[src/rtl/regfile_rdport_sched.sv]
// Two-operand read sequencer for a single-read-port register file: time-multiplexes the
// read port over rs1/rs2 and forwards the write port with x0 suppression and bypass.
module regfile_rdport_sched #(
  parameter int DATA_WIDTH = 32,
  parameter int ADDR_WIDTH = 5,
  parameter bit ZERO_REG   = 1'b1
) (
  input  logic                  clk,
  input  logic                  rst,
  input  logic                  req_valid,
  output logic                  req_ready,
  input  logic [ADDR_WIDTH-1:0] req_rs1,
  input  logic [ADDR_WIDTH-1:0] req_rs2,
  output logic                  rsp_valid,
  input  logic                  rsp_ready,
  output logic [DATA_WIDTH-1:0] rsp_rs1_data,
  output logic [DATA_WIDTH-1:0] rsp_rs2_data,
  input  logic                  wr_en,
  input  logic [ADDR_WIDTH-1:0] wr_addr,
  input  logic [DATA_WIDTH-1:0] wr_data,
  output logic [ADDR_WIDTH-1:0] rf_raddr,
  input  logic [DATA_WIDTH-1:0] rf_do,
  output logic                  rf_we,
  output logic [ADDR_WIDTH-1:0] rf_waddr,
  output logic [DATA_WIDTH-1:0] rf_di
);

  typedef enum logic [1:0] {
    IDLE = 2'd0,
    RD1  = 2'd1,
    RD2  = 2'd2,
    RSP  = 2'd3
  } state_t;

  state_t                  state;
  state_t                  state_nxt;
  logic [ADDR_WIDTH-1:0]   rs1_q;
  logic [ADDR_WIDTH-1:0]   rs2_q;
  logic [DATA_WIDTH-1:0]   rd_cur;
  logic                    same_idx;
  logic                    wr_hit1;
  logic                    wr_hit2;

  // Read value for index a: hardwired zero, then same-edge write bypass, then array contents.
  function automatic logic [DATA_WIDTH-1:0] rd_val(
    input logic [ADDR_WIDTH-1:0] a,
    input logic                  we,
    input logic [ADDR_WIDTH-1:0] wa,
    input logic [DATA_WIDTH-1:0] wd,
    input logic [DATA_WIDTH-1:0] rdo
  );
    if (ZERO_REG && (a == {ADDR_WIDTH{1'b0}})) begin
      rd_val = {DATA_WIDTH{1'b0}};
    end else if (we && (wa == a)) begin
      rd_val = wd;
    end else begin
      rd_val = rdo;
    end
  endfunction

  assign req_ready = (state == IDLE);
  assign rsp_valid = (state == RSP);
  assign rf_raddr  = (state == RD2) ? rs2_q : rs1_q;
  assign rf_waddr  = wr_addr;
  assign rf_di     = wr_data;
  assign rf_we     = wr_en && !rst && !(ZERO_REG && (wr_addr == {ADDR_WIDTH{1'b0}}));
  assign rd_cur    = rd_val(rf_raddr, wr_en, wr_addr, wr_data, rf_do);
  assign same_idx  = (rs1_q == rs2_q);
  // Keeps already-sampled operands coherent with writes landing after their read.
  assign wr_hit1   = rf_we && (wr_addr == rs1_q);
  assign wr_hit2   = rf_we && (wr_addr == rs2_q);

  always_comb begin
    state_nxt = state;
    case (state)
      IDLE: begin
        if (req_valid) begin
          state_nxt = RD1;
        end else begin
          state_nxt = IDLE;
        end
      end
      RD1: begin
        if (same_idx) begin
          state_nxt = RSP;
        end else begin
          state_nxt = RD2;
        end
      end
      RD2: state_nxt = RSP;
      RSP: begin
        if (rsp_ready) begin
          state_nxt = IDLE;
        end else begin
          state_nxt = RSP;
        end
      end
      default: state_nxt = IDLE;
    endcase
  end

  always_ff @(posedge clk or posedge rst) begin
    if (rst) begin
      state        <= IDLE;
      rs1_q        <= {ADDR_WIDTH{1'b0}};
      rs2_q        <= {ADDR_WIDTH{1'b0}};
      rsp_rs1_data <= {DATA_WIDTH{1'b0}};
      rsp_rs2_data <= {DATA_WIDTH{1'b0}};
    end else begin
      state <= state_nxt;
      case (state)
        IDLE: begin
          if (req_valid) begin
            rs1_q <= req_rs1;
            rs2_q <= req_rs2;
          end
        end
        RD1: begin
          rsp_rs1_data <= rd_cur;
          if (same_idx) begin
            rsp_rs2_data <= rd_cur;
          end
        end
        RD2: begin
          rsp_rs2_data <= rd_cur;
          if (wr_hit1) begin
            rsp_rs1_data <= wr_data;
          end
        end
        RSP: begin
          if (wr_hit1) begin
            rsp_rs1_data <= wr_data;
          end
          if (wr_hit2) begin
            rsp_rs2_data <= wr_data;
          end
        end
        default: begin
          rs1_q <= {ADDR_WIDTH{1'b0}};
          rs2_q <= {ADDR_WIDTH{1'b0}};
        end
      endcase
    end
  end

endmodule

[config.mk]
export PLATFORM = sky130hd
export DESIGN_NAME = regfile_rdport_sched
export DESIGN_NICKNAME = d
export VERILOG_FILES = /design/src/rtl/regfile_rdport_sched.sv
export SDC_FILE = /design/constraint.sdc
export NUM_CORES = 1
export LEC_CHECK = 0
export CORE_UTILIZATION = 35
export CTS_BUF_LIST = sky130_fd_sc_hd__clkbuf_16
export CTS_CLUSTER_DIAMETER = 100
export DETAILED_ROUTE_END_ITERATION = 10
export PLACE_DENSITY = 0.67
export SYNTH_ARGS = -nofsm -noshare
export SYNTH_HDL_FRONTEND = slang
export SYNTH_SLANG_ARGS = --single-unit
[constraint.sdc]
create_clock -name clk -period 4.7 [get_ports clk]
set_clock_uncertainty 0.15 [all_clocks]
set_input_delay 1.175 -clock clk [delete_from_list [all_inputs] [get_ports clk]]
set_output_delay 1.175 -clock clk [all_outputs]
set_load 0.01 [all_outputs]
==> results.sh, run 1 <==
export IMPL_dp_slack_ps=433
export IMPL_start_kind="input port"
export IMPL_drive_gt1_share_pct=12.6
export IMPL_initial_core_util_pct=35.7
export IMPL_crit_chain="clkdlybuf4s50_1, or4_4, o211a_1, clkdlybuf4s50_1"
export IMPL_clock_latency_ps=330
export IMPL_cp_arrival_ps=2930
export IMPL_cts_buffer_depth=2
export IMPL_p_int_uw=2740
export IMPL_antenna_found_initial=0
export IMPL_max_freq_ghz=0.235
export IMPL_antennaDiodeCount=0
export IMPL_finalCritPeriodShare_pct=90.6
export IMPL_ys_types=42
export IMPL_first_global_vias=4480
export IMPL_cts_clk_slew_worst_paths_ps=60
export IMPL_finalMaxSlewViolations=0
export IMPL_synth_area_per_cell_um2=10.4
export IMPL_dp_hpwl_um=9980
export IMPL_rsz0062_at_grt="false"
export IMPL_cts_max_level=3
export IMPL_switching_share_pct=39.5
export IMPL_pwr_share_clk_pct=13.4
export IMPL_cp_max_fo=5
export IMPL_synth_edff_count=0
export IMPL_layoutNonFillerInstCount=777
export IMPL_setup_viol=0
export IMPL_hold_depth=2
export IMPL_wirelength_um=15000
export IMPL_tritoncts="yes"
export IMPL_io_pins=193
export IMPL_ys_seq_elements=76
export IMPL_critPathMaxStageDelay_ps=560
export IMPL_holdWs_ps=376
export IMPL_async_flop_share_pct=100
export IMPL_final_min_clock_period_ps=4260
export IMPL_endpoint_kind="primary output"
export IMPL_num_nets_final=680
export IMPL_core_area_um2=13200
export IMPL_ys_flop_type="dfrtp_1"
export IMPL_syn2layout_area_growth_pct=45.0
export IMPL_power_density_nw_per_um2=663
export IMPL_p_comb_share_pct=58.8
export IMPL_fin_setup_tns_ps=0
export IMPL_cts_made_buffers=9
export IMPL_worst_slew_pin_slew_ps=1220
export IMPL_via_per_inst=5.67
export IMPL_cts_sinks=76
export IMPL_ys_warn_count=0
export IMPL_vdd_ir_drop_max_mv=0.484
export IMPL_drc=0
export IMPL_die_w_um=118
export IMPL_cap_violations=0
export IMPL_finalHoldViolCount=0
export IMPL_die_h_um=118
export IMPL_vias=4409
export IMPL_path_class="input port to primary output"
export IMPL_slew_headroom_pct=18.9
export IMPL_globalplace_congestion=0.876
export IMPL_rows=42
export IMPL_first_pass_iters=4
export IMPL_grt_overflow=0
export IMPL_antenna_left=0
export IMPL_postLayoutCoreUtil_pct=51.7
export IMPL_yosysSeqAreaShare_pct=40.4
export IMPL_synth_area_um2=4710
export IMPL_cp_common_cell="clkdlybuf4s50_1"
export IMPL_post_cts_buffers=0
export IMPL_timing_final_ws_setup_ps=441
export IMPL_p_leak_uw=0.00268
export IMPL_port_buffer_count=192
export IMPL_slowest_stage="or4_4"
export IMPL_syn_instance_count=454
export IMPL_p_sw_uw=1790
export IMPL_hold_buffers=0
export IMPL_dp_cells=761
export IMPL_die_area_um2=13900
export IMPL_cts_root_buf="clkbuf_16"
export IMPL_synth_nets=538
export IMPL_p_seq_share_pct=27.8
export IMPL_r2r_cells=8
export IMPL_min_path_type="flop to flop"
export IMPL_drt_first_iter_violations=293
export IMPL_grtUsageTotal_pct=21.8
export IMPL_wl_per_cell_um=19.3
export IMPL_cts_resized=0
export IMPL_status="complete, no violations"
export IMPL_required_ps=3380
export IMPL_grt_pass1_wl_um=24000
export IMPL_grt_max_degree=65
-- layout make-up --
cell class | instances | area [µm²]
well taps | 176 | 220
inverters | 11 | 45.0
clock buffers | 9 | 225
repair buffers | 206 | 2040
fillers | 1176 | 6360
multi-input cells | 292 | 2370
flip-flops and latches | 76 | 1900
clock inverters | 7 | 27.5
-- registers in the layout (all words and copies together) (netlist names) --
register and cells:
rsp_rs1_data 32, rsp_rs2_data 32, rs1_q 5, rs2_q 5, state 2
-- critical path: cells and delay by family --
family,cells,cell delay [ps]
buffers and inverters,2,980
and+or+nand+nor,1,560
AOI/OAI and AO/OA,1,220
-- worst paths after layout --
kind	to	from	slack, ps
max	rf_we	wr_addr[2]	440
min	rsp_rs1_data[27]	rsp_rs1_data[27]	380
max reg2reg	rsp_rs1_data[20]	state[0]	1660
min reg2reg	rsp_rs1_data[27]	rsp_rs1_data[27]	380
max in group asynchronous	rsp_rs2_data[6]	rst	2570
min in group asynchronous	rs1_q[3]	rst	1150
-- cell usage in the layout (no fill, tap or decap), types with 2 or more instances in the layout --
cell / synthesis / final
nand4_1: 3 / 3
o21ai_0: 33 / 33
clkdlybuf4s50_1: 0 / 192
a41oi_1: 32 / 32
a32oi_1: 6 / 6
nand2_1: 33 / 33
o21ai_1: 6 / 6
mux2_2: 30 / 30
and4_1: 2 / 2
clkinv_1: 0 / 3
dfrtp_1: 76 / 76
nor3_4: 0 / 2
nand2b_1: 2 / 2
nor3b_1: 32 / 32
a221o_1: 27 / 27
or4_1: 3 / 3
clkbuf_16: 0 / 9
inv_1: 11 / 13
and2_1: 2 / 2
mux2_4: 8 / 8
a22o_1: 26 / 26
nor2b_1: 3 / 3
nor2_1: 5 / 5
buf_4: 39 / 13
mux2i_1: 5 / 5
xnor2_1: 8 / 8
xor2_1: 8 / 8
-- power by group through the flow --
stage	clock (µW)	combinational (µW)	sequential [µW]
2_1_floorplan	0	1470	1320
3_3_place_gp	0	2600	1250
4_1_cts	621	2680	1260
5_1_grt	648	2870	1300
3_5_place_dp	0	2660	1260
6_report	605	2660	1260
-- per-stage QoR --
| step | instance area, µm² | total power (µW) |
|---|---|---|
| global route | 6830 | 4820 |
| CTS | 6830 | 4550 |
| global placement | 6570 | 3840 |
| floorplan | 4710 | 2790 |
| finish | 6830 | 4520 |
| detailed placement | 6570 | 3920 |
-- Yosys cell counts, types with 5 or more instances --
master	count	area share (%)
a221o_1	27	5.7
a22o_1	26	4.8
a32oi_1	6	1.1
a41oi_1	32	6.0
buf_1	6	0.48
buf_2	11	1.2
buf_4	39	6.2
clkbuf_1	17	1.4
dfrtp_1	76	40
inv_1	11	0.88
mux2_2	30	7.2
mux2_4	8	2.6
mux2i_1	5	1.1
nand2_1	33	2.6
nor2_1	5	0.40
nor3b_1	32	5.1
o21ai_0	33	3.5
o21ai_1	6	0.64
xnor2_1	8	1.5
xor2_1	8	1.5
-- cells by family (layout without fill, tap and decap cells) --
kind of cell | Yosys count | in the layout | synth area share (%)
buf+inv | 86 | 233 | 10.6
compound gates | 137 | 137 | 23.1
flops | 76 | 76 | 40.4
mux | 43 | 43 | 10.8
xor+xnor | 16 | 16 | 2.98
simple gates | 96 | 96 | 12.2
-- routing by layer --
layer  vias to the layer above  global-route usage, %  wire, µm
li1                       1991                      -         -
met1                      2213                   27.2      6370
met2                       181                   36.5      7380
met3                        24                   4.84      1020
met4                         0                   8.09       244
met5                         -                      0         0
Note: power is estimated with default switching activity, not from simulation.
==> inputs of run 2 (changes only) <==
--- a/config.mk
+++ b/config.mk
@@ -7,3 +7,5 @@
 export LEC_CHECK = 0
-export CORE_UTILIZATION = 35
+export CELL_PAD_IN_SITES_DETAIL_PLACEMENT = 2
+export CELL_PAD_IN_SITES_GLOBAL_PLACEMENT = 2
+export CORE_UTILIZATION = 26
 export CTS_BUF_LIST = sky130_fd_sc_hd__clkbuf_16
@@ -11,3 +13,3 @@
 export DETAILED_ROUTE_END_ITERATION = 10
-export PLACE_DENSITY = 0.67
+export PLACE_DENSITY_LB_ADDON = 0.1
 export SYNTH_ARGS = -nofsm -noshare
==> constraint.sdc (replaced) <==
create_clock -name clk -period 4.7 [get_ports clk]
set_clock_uncertainty 0.15 [all_clocks]
set_input_delay 0.705 -clock clk [delete_from_list [all_inputs] [get_ports clk]]
set_output_delay 0.705 -clock clk [all_outputs]
set_load 0.01 [all_outputs]
==> run 2 against run 1 <==
Register-to-register slack got worse by 270 ps. Worst setup slack improved by 830 ps. Non-clock buffer count decreased by 1. Count of clock-buffer cells in the layout unchanged. Global-route usage decreased by 1.6 points. Critical endpoint is now rsp_rs1_data[19].
==> results.sh, run 2 (synthesis results as in run 1) <==
export IMPL_cts_resized=0
export IMPL_num_nets_final=679
export IMPL_final_area_um2=6940
export IMPL_die_area_um2=18700
export IMPL_slew_headroom_pct=29.0
export IMPL_cts_made_buffers=9
export IMPL_grt_overflow=0
export IMPL_io_pins=193
export IMPL_cts_max_level=3
export IMPL_antenna_found_initial=0
export IMPL_min_path_type="flop to flop"
export IMPL_hold_buffers=0
export IMPL_die_w_um=137
export IMPL_fin_setup_tns_ps=0
export IMPL_worst_slew_pin_slew_ps=1060
export IMPL_cp_arrival_ps=3500
export IMPL_final_cell_mix="192 x clkdlybuf4s50_1, 76 x dfrtp_1, 33 x o21ai_0, 33 x nand2_1"
export IMPL_die_h_um=137
export IMPL_detailed_place_area_um2=6630
export IMPL_cap_violations=0
export IMPL_grt_use_met3_pct=5.30
export IMPL_start_kind="input port"
export IMPL_tritoncts="yes"
export IMPL_grt_pass1_wl_um=28300
export IMPL_use_met1_pct=25.1
export IMPL_finalCritPeriodShare_pct=72.9
export IMPL_finalPower_uw=4770
export IMPL_final_min_clock_period_ps=3430
export IMPL_wirelength_um=18200
export IMPL_cp_max_fo=22
export IMPL_port_buffer_count=192
export IMPL_grt_busiest_layer="met2"
export IMPL_first_pass_iters=4
export IMPL_cts_buffer_depth=2
export IMPL_drt_first_iter_violations=173
export IMPL_grtUsageTotal_pct=20.2
export IMPL_slowest_stage="or4_1"
export IMPL_endpoint_kind="flop"
export IMPL_first_global_vias=4771
export IMPL_vdd_ir_drop_max_mv=0.310
export IMPL_layout_commonest_cell="clkdlybuf4s50_1"
export IMPL_met2_usage_pct=34.3
export IMPL_top_regs="rsp_rs1_data x32, rsp_rs2_data x32"
export IMPL_dp_hpwl_um=12300
export IMPL_p_leak_uw=0.00270
export IMPL_ff2ff_setup_slack_ps=1390
export IMPL_finalHoldViolCount=0
export IMPL_required_ps=4770
export IMPL_critPathMaxStageDelay_ps=580
export IMPL_initial_core_util_pct=26.9
export IMPL_cts_clk_slew_worst_paths_ps=60
export IMPL_crit_chain="clkdlybuf4s50_1, xor2_1, or4_1, nor4_4, buf_4, mux2_2, a22o_1, a221o_1"
export IMPL_syn2layout_area_growth_pct=47.4
export IMPL_power_density_nw_per_um2=688
export IMPL_wl_per_cell_um=22.1
export IMPL_max_freq_ghz=0.292
export IMPL_setup_viol=0
export IMPL_cts_root_buf="clkbuf_16"
export IMPL_antennaDiodeCount=0
export IMPL_via_per_inst=5.36
export IMPL_cts_sinks=76
export IMPL_antenna_left=0
export IMPL_rsz0062_at_grt="false"
export IMPL_post_cts_buffers=0
export IMPL_rows=48
export IMPL_vias=4420
export IMPL_globalplace_congestion=0.770
export IMPL_core_area_um2=17500
export IMPL_drive_gt1_share_pct=13.2
export IMPL_drc=0
export IMPL_clock_latency_ps=340
export IMPL_status="complete, no violations"
export IMPL_path_class="input port to flop"
export IMPL_finalMaxSlewViolations=0
export IMPL_grt_max_degree=77
run 2: metal layers:
layer	vias up	part of all wire (%)	wire, µm
met3	16	6.1	1120
met4	0	1.5	269
met2	153	49	8990
met1	2266	43	7830
li1	1985	-	-
met5	-	0	0
run 2: path summary, 6_finish.rpt:
kind,start,to,depth (start not counted)
max in group asynchronous,rst,rsp_rs2_data[9],3
min in group asynchronous,rst,rsp_rs2_data[5],3
max reg2reg,state[0],rsp_rs1_data[30],8
min reg2reg,rsp_rs1_data[29],rsp_rs1_data[29],2
min,rsp_rs1_data[29],rsp_rs1_data[29],2
max,wr_addr[1],rsp_rs1_data[19],8
run 2: final cells by class:
| type | instances | area (µm²) |
|---|---|---|
| Inverter | 11 | 42.5 |
| Timing Repair Buffer | 205 | 2030 |
| Tap cell | 225 | 282 |
| Sequential cell | 76 | 1900 |
| Multi-Input combinational cell | 292 | 2370 |
| Clock inverter | 6 | 81.3 |
| Clock buffer | 9 | 225 |
| Fill cell | 1825 | 10500 |
run 2: critical path, delay by kind of cell:
kind	cells	cell delay [ps]
xor gates and xnor gates	1	190
buffers and inverters	2	960
AOI/OAI and AO/OA	2	440
muxes	1	380
and+or+nand+nor	2	770
run 2: power by group:
part	switching [µW]	total (µW)	internal, µW
registers	281	1270	987
logic	1340	2760	1420
clock network	287	745	459
run 2: metrics by stage:
| stage | cells | util, % | hold WS [ps] | worst slack, ps |
|---|---|---|---|---|
| 4_1_cts | 824 | 39.7 | 367 | 1260 |
| 3_5_place_dp | 809 | 37.9 | 352 | 885 |
| 5_1_grt | 824 | 39.7 | 411 | 1120 |
| 6_report | 824 | 39.7 | 362 | 1270 |
| 2_1_floorplan | 454 | - | 377 | 339 |
| 3_3_place_gp | 809 | 37.9 | 332 | 991 |
